### config.mk
export PLATFORM = sky130hd
export DESIGN_NAME = uart_frame_scheduler
export DESIGN_NICKNAME = d
export VERILOG_FILES = /design/src/rtl/uart_frame_scheduler.sv
export SDC_FILE = /design/constraint.sdc
export NUM_CORES = 1
export LEC_CHECK = 0
export ABC_AREA = 0
export CAP_MARGIN = 20
export CORE_MARGIN = 5
export CORE_UTILIZATION = 40
export DETAILED_ROUTE_END_ITERATION = 8
export GPL_ROUTABILITY_DRIVEN = 0
export GPL_TIMING_DRIVEN = 0
export PLACE_DENSITY = 0.67
export REMOVE_ABC_BUFFERS = 1
export SYNTH_ARGS = -nofsm -noshare
export SYNTH_HDL_FRONTEND = slang
export SYNTH_SLANG_ARGS = --single-unit
### constraint.sdc
create_clock -name clk -period 1.5 [get_ports clk]
set_input_delay 0.375 -clock clk [delete_from_list [all_inputs] [get_ports clk]]
set_output_delay 0.375 -clock clk [all_outputs]
set_load 0.05 [all_outputs]
### src/rtl/uart_frame_scheduler.sv
// Shares one byte-wide UART transmitter between two 16-bit sample sources, framing each sample
// as header/MSB/LSB. Defining UART_FRAME_CHECKSUM_EN appends an XOR checksum byte to every frame.
module uart_frame_scheduler #(
    parameter logic [3:0]  HDR_NIBBLE = 4'hA,
    parameter int unsigned FIXED_PRIO = 0
) (
    input  logic        clk,
    input  logic        rst_n,
    input  logic        s0_valid,
    input  logic [15:0] s0_data,
    output logic        s0_ready,
    input  logic        s1_valid,
    input  logic [15:0] s1_data,
    output logic        s1_ready,
    output logic [7:0]  tx_byte,
    output logic        tx_start,
    input  logic        tx_busy,
    output logic        frame_done
);

`ifdef UART_FRAME_CHECKSUM_EN
    localparam int unsigned NBYTES = 4;
`else
    localparam int unsigned NBYTES = 3;
`endif
    localparam logic [1:0] LAST_IDX = 2'(NBYTES - 1);

    localparam logic [2:0] ST_IDLE  = 3'd0;
    localparam logic [2:0] ST_LOAD  = 3'd1;
    localparam logic [2:0] ST_START = 3'd2;
    localparam logic [2:0] ST_GUARD = 3'd3;
    localparam logic [2:0] ST_WAIT  = 3'd4;

    logic [2:0]  state_q, state_d;
    logic        hold0_full_q, hold0_full_d;
    logic        hold1_full_q, hold1_full_d;
    logic [15:0] hold0_data_q, hold0_data_d;
    logic [15:0] hold1_data_q, hold1_data_d;
    logic        grant_q, grant_d;
    logic        last_q, last_d;
    logic [15:0] frame_q, frame_d;
    logic        ch_q, ch_d;
    logic [1:0]  idx_q, idx_d;

    logic        pick;
    logic [7:0]  hdr_byte;
    logic [7:0]  chk_byte;
    logic [7:0]  cur_byte;

    assign s0_ready = ~hold0_full_q;
    assign s1_ready = ~hold1_full_q;

    assign hdr_byte = {HDR_NIBBLE, 3'b000, ch_q};
`ifdef UART_FRAME_CHECKSUM_EN
    assign chk_byte = hdr_byte ^ frame_q[15:8] ^ frame_q[7:0];
`else
    assign chk_byte = '0;
`endif

    always_comb begin
        case (idx_q)
            2'd0:    cur_byte = hdr_byte;
            2'd1:    cur_byte = frame_q[15:8];
            2'd2:    cur_byte = frame_q[7:0];
            default: cur_byte = chk_byte;
        endcase
    end

    // Round-robin tie goes to the channel not granted last; a lone request always wins.
    always_comb begin
        if (FIXED_PRIO != 0) begin
            pick = ~hold0_full_q;
        end else if (hold0_full_q && hold1_full_q) begin
            pick = ~last_q;
        end else begin
            pick = hold1_full_q;
        end
    end

    always_comb begin
        state_d      = state_q;
        hold0_full_d = hold0_full_q;
        hold1_full_d = hold1_full_q;
        hold0_data_d = hold0_data_q;
        hold1_data_d = hold1_data_q;
        grant_d      = grant_q;
        last_d       = last_q;
        frame_d      = frame_q;
        ch_d         = ch_q;
        idx_d        = idx_q;
        tx_start     = 1'b0;
        frame_done   = 1'b0;

        if (s0_valid && !hold0_full_q) begin
            hold0_full_d = 1'b1;
            hold0_data_d = s0_data;
        end
        if (s1_valid && !hold1_full_q) begin
            hold1_full_d = 1'b1;
            hold1_data_d = s1_data;
        end

        case (state_q)
            ST_IDLE: begin
                if (hold0_full_q || hold1_full_q) begin
                    grant_d = pick;
                    last_d  = pick;
                    state_d = ST_LOAD;
                end
            end
            ST_LOAD: begin
                frame_d = grant_q ? hold1_data_q : hold0_data_q;
                ch_d    = grant_q;
                idx_d   = '0;
                if (grant_q) begin
                    hold1_full_d = 1'b0;
                end else begin
                    hold0_full_d = 1'b0;
                end
                state_d = ST_START;
            end
            ST_START: begin
                if (!tx_busy) begin
                    tx_start = 1'b1;
                    state_d  = ST_GUARD;
                end
            end
            ST_GUARD: begin
                state_d = ST_WAIT;
            end
            ST_WAIT: begin
                if (!tx_busy) begin
                    if (idx_q == LAST_IDX) begin
                        frame_done = 1'b1;
                        state_d    = ST_IDLE;
                    end else begin
                        idx_d   = idx_q + 2'd1;
                        state_d = ST_START;
                    end
                end
            end
            default: begin
                state_d = ST_IDLE;
            end
        endcase
    end

    assign tx_byte = (state_q == ST_START || state_q == ST_GUARD || state_q == ST_WAIT)
                     ? cur_byte : '0;

    always_ff @(posedge clk or negedge rst_n) begin
        if (!rst_n) begin
            state_q      <= ST_IDLE;
            hold0_full_q <= 1'b0;
            hold1_full_q <= 1'b0;
            hold0_data_q <= '0;
            hold1_data_q <= '0;
            grant_q      <= 1'b0;
            last_q       <= 1'b1;
            frame_q      <= '0;
            ch_q         <= 1'b0;
            idx_q        <= '0;
        end else begin
            state_q      <= state_d;
            hold0_full_q <= hold0_full_d;
            hold1_full_q <= hold1_full_d;
            hold0_data_q <= hold0_data_d;
            hold1_data_q <= hold1_data_d;
            grant_q      <= grant_d;
            last_q       <= last_d;
            frame_q      <= frame_d;
            ch_q         <= ch_d;
            idx_q        <= idx_d;
        end
    end

endmodule
; ---- Yosys cells after proc, flatten, opt, wreduce, memory -nomap -nowiden
; Cells that the tools add are included.
[classes]
add_sub_neg = 1
n_eq_ne = 10
mux = 23
bitwise = 3
n_reduce_logical = 14
[ops]
columns = operator, count
row1 = $pmux 8 s3, 1
row2 = $mux 16, 1
row3 = $pmux 3 s5, 1
row4 = $mux 1, 12
row5 = $mux 3, 3
row6 = $mux 8, 1
row7 = $ne 2x2->1 const B, 4
row8 = $eq 3x2->1 const B, 2
row9 = $mux 2, 3
row10 = $reduce_and 3->1, 2
row11 = $pmux 2 s2, 1
row12 = $eq 3x1->1 const B, 1
row13 = $eq 3x3->1 const B, 1
row14 = $logic_and 1x1->1, 3
row15 = $logic_not 3->1, 1
row16 = $logic_or 1x1->1, 3
row17 = $not 1->1, 3
row18 = $add 2x1->2 const B, 1
row19 = $eq 2x1->1 const B, 1
row20 = $eq 2x2->1 const B, 1
row21 = $logic_not 1->1, 2
row22 = $logic_not 2->1, 1
row23 = $reduce_and 2->1, 1
row24 = $reduce_bool 2->1, 1
[totals]
ff_bits = 58
in_bits = 37
output_inout_bits = 12
word_cells = 61

; ---- Logic depth before layout (Yosys ltp)
[depth]
ltp_word = 5
mapped_depth = 5
ltp_nobuf = 5

; ---- Worst setup path after synthesis
; OpenSTA, ideal clock, no wires.
[synth_timing]
path_kind = register to output
from = register state_q[0]
to = output tx_start
arrival_ns = 2.275
t_required_ns = 1.125
slack_ns = -1.150
path_stages_with_launch = 3
n_path_buf = 1
cell_sequence = dfrtp_1 > buf_2 > nor4b_1
[synth_via]
elab_chain_cells = 2
[synth_lines]
columns = element, line_no
row1 = from (decl), 34  ; logic [2:0] state_q, state_d;
row2 = from (signal assigned), 164  ; state_q <= state_d;
row3 = $eq 3x2->1, 103  ; case (state_q)
row4 = $mux 1, 103
row5 = to (decl), 16  ; output logic tx_start,
; Every way passes these cells.

; ---- Worst setup path after layout
[layout_timing]
from = register idx_q[0]
to = output tx_byte[1]
[layout_via]
elab_chain_cells = 3
word_cells_on_any_way = 5
classes_between = eq/ne: 2 / mux: 2 / reduce/logical: 1
[layout_lines]
columns = element, line_no
row1 = from (decl), 43  ; logic [1:0] idx_q, idx_d;
row2 = from (signal assigned), 173  ; idx_q <= idx_d;
row3 = "$eq 2x2->1, or another cell as far along", 61  ; case (idx_q)
row4 = $pmux 8 s3 (*), 61
row5 = $mux 8 (*), 149  ; ? cur_byte : '0;
row6 = to (decl), 15  ; output logic [7:0] tx_byte,
; Every way passes the cells marked *; elsewhere a longest branch is shown, timed or not.

==> impl_metrics.toml <==
[worst_setup_path]
worstSetupPathType = "reg -> out"
r2r-end = "idx_q[1]"
endpoint = "tx_byte[1]"
critPathMaxFanout = 4
rr_startpoint = "idx_q[0]"
slowest_stage = "dfrtp_2"
setup.worst_path.start = "idx_q[0]"
crit_chain = "inv_2 > ha_4 > buf_4 > buf_6 > a22oi_2 > nor2_1 > buf_6"
start_kind = "flop"
cpPeakStageDelay_ns = 0.43
rr_worst_depth = 7
crit_path_end_kind = "primary output"
crit_top_cell = "buf_6"
required_ns = 1.12
reg2reg_slack_ns = -0.24
arrival_ns = 1.63

[timing]
skew_ns = 0.00892
fin_crit_sh_pct = 134
setup-tns-final_ns = -5.83
period_needed_ns = 2.01
rsz0062_at_grt = "true"
fmax_mhz = 498
tightest_slew_ns = 0.565
setup_slack_ns = -0.508
slew_headroom_pct = 62.3
hold_ws_ns = 0.0304
finalSetupViolations = 32
hold_viol_final = 0
maxSlewViolCount = 0

[clock_tree]
cts_made_buffers = 9
cts_tree = "built"
cts_root_buffer = "clkbuf_8"
hold_buffers = 0
clock_sinks = 58
clk_latency_ns = 0.34
htree_num_levels = 3
cts.clk_slew.worst_paths_ns = 0.06
clk_path_buf_depth = 2

[global_route]
grt_pass1_wl_um = 9430
grt_start_max_net_pins = 37
grt_pass1_vias = 2016
track_usage_pct = 14.5
antenna_found_initial = 0
grt_overflow = 0

[synth]
synth_area_leaders = "dfrtp_1 (53%), mux2_2 (14%), mux2i_1 (5.9%)"
yosysWarnings = 0
synth_flop_cell = "dfrtp_1"
yosysTopAreaCellShare_pct = 53.0
synth_cell_types = 36
synth_area_leader_cell = "dfrtp_1"
async_flop_share_pct = 100
synth_area_per_cell_sq_um = 12.6
ys_ff_latch = 58
synthCells = 213
syn_area_sq_um = 2690
synth_edf_count = 0
yosysSeqAreaShare_pct = 53.9

[drt]
first_iter_violations = 77
ant_nets = 0
drcViolationCount = 0
wl_per_cell_um = 16.2
vias = 1925
drt_wl_total_um = 6140
first_pass_iters = 4
drt-vias-per-instance = 5.08

[run_status]
violations = "setup timing"
status = "complete, but fails checks"

[placement]
dp_hpwl_um = 3600
dpl_cell_area_sq_um = 3230
numPortBuffers = 48
pre_cts_slack_ns = -1.00

[floorplanning]
core_area_sq_um = 6680
fp.dieW_um = 92.0
dieHeight_um = 92.0
dieArea_sq_um = 8470
initial_core_util_pct = 40.3
io-pin-count = 49
rows = 30

[power_and_ir_drop]
irDropWorstVdd_v = 0.00100
power_uw = 9370
leakagePower_uw = 0.00168
powerDensity_nw_per_um2 = 2370

[final_layout]
area.growth.synth_to_final_pct = 46.9
design_area_sq_um = 3960
final_common_cell = "dfrtp_1"
layout.nets = 336
layout_common_cells = "dfrtp_1 (51), clkdlybuf4s50_1 (34), mux2_2 (32)"
n_antenna_cell = 0
drive_above_1_share_pct = 50.2

[run]
cap_violations = 0

[hold_path]
min_path_type = "in -> async"
logic make-up after synthesis:
logic type	synth area share, %
compound gates	11.2
buf+inv	4.23
flops	54.0
simple gates	8.55
fa+ha+maj	2.32
mux	19.7
flip-flops by register name (all words and copies together) (netlist names):
register and count:
state_q 3, ch_q 1, grant_q 1, hold1_full_q 1, hold0_data_q 16, frame_q 16, hold1_data_q 16, last_q 1
idx_q 2, hold0_full_q 1
layer usage:
layer | up-vias | global-route usage [%] | share of wire, %
li1 | 913 | - | -
met1 | 965 | 16.9 | 42
met2 | 39 | 24.3 | 52
met3 | 8 | 3.69 | 4.2
met4 | 0 | 7.80 | 1.6
met5 | - | 0 | 0
synthesized netlist by cell type, types with 2 or more instances:
cell type  number
inv_1           5
buf_4           3
a21oi_1         9
nor2_1         28
buf_2           4
nor2b_1         6
buf_6           4
nand2_1         3
a21oi_2        10
mux2_2         33
ha_1            5
mux2i_1        16
dfrtp_1        57
o21ai_0         2
a22oi_1         6
a221oi_1        2
area by class of cell:
| cell class | count | area [sq um] |
|---|---|---|
| fillers | 552 | 2730 |
| flip-flops and latches | 58 | 1460 |
| multi-input cells | 137 | 1290 |
| repair buffers | 83 | 898 |
| clock buffers | 14 | 173 |
| well taps | 80 | 100 |
| inverters | 5 | 18.8 |
| clock inverters | 2 | 10.0 |
power by group:
group,total (uW),internal [uW],switching (uW)
combinational,4960,2640,2320
sequential,3090,2400,692
clock,1320,730,587
total,9370,5770,3600
worst min-delay path by stage:
stage / end / depth (start not counted)
6_report: hold1_data_q[9] / 1
5_1_grt: hold0_data_q[0] / 1
4_1_cts: hold0_data_q[12] / 1
3_5_place_dp: hold1_data_q[9] / 1
3_3_place_gp: hold0_data_q[5] / 1
2_1_floorplan: ch_q / 0
through the flow:
stage / util, % / std cells
after floorplan: - / 200
final: 59.2 / 379
after CTS: 55.4 / 366
after global routing: 59.2 / 379
after global placement: 47.6 / 328
after detailed placement: 48.3 / 330
critical path, delay by kind of cell (launching register included):
kind                     cells  cell delay [ns]
AO/OA/AOI/OAI                1             0.13
flip-flops                   1             0.43
AND/OR/NAND/NOR              1             0.07
adder cells (fa/ha/maj)      1             0.17
buffers and inverters        4             0.49
what timing repair did:
action,4_1_cts,5_1_grt
pin swaps,8,8
gates cloned,1,1
setup endpoints to repair,66,28
setup buffers,19,12
resized for setup,106,38
Note: power is estimated with default switching activity, not from simulation.
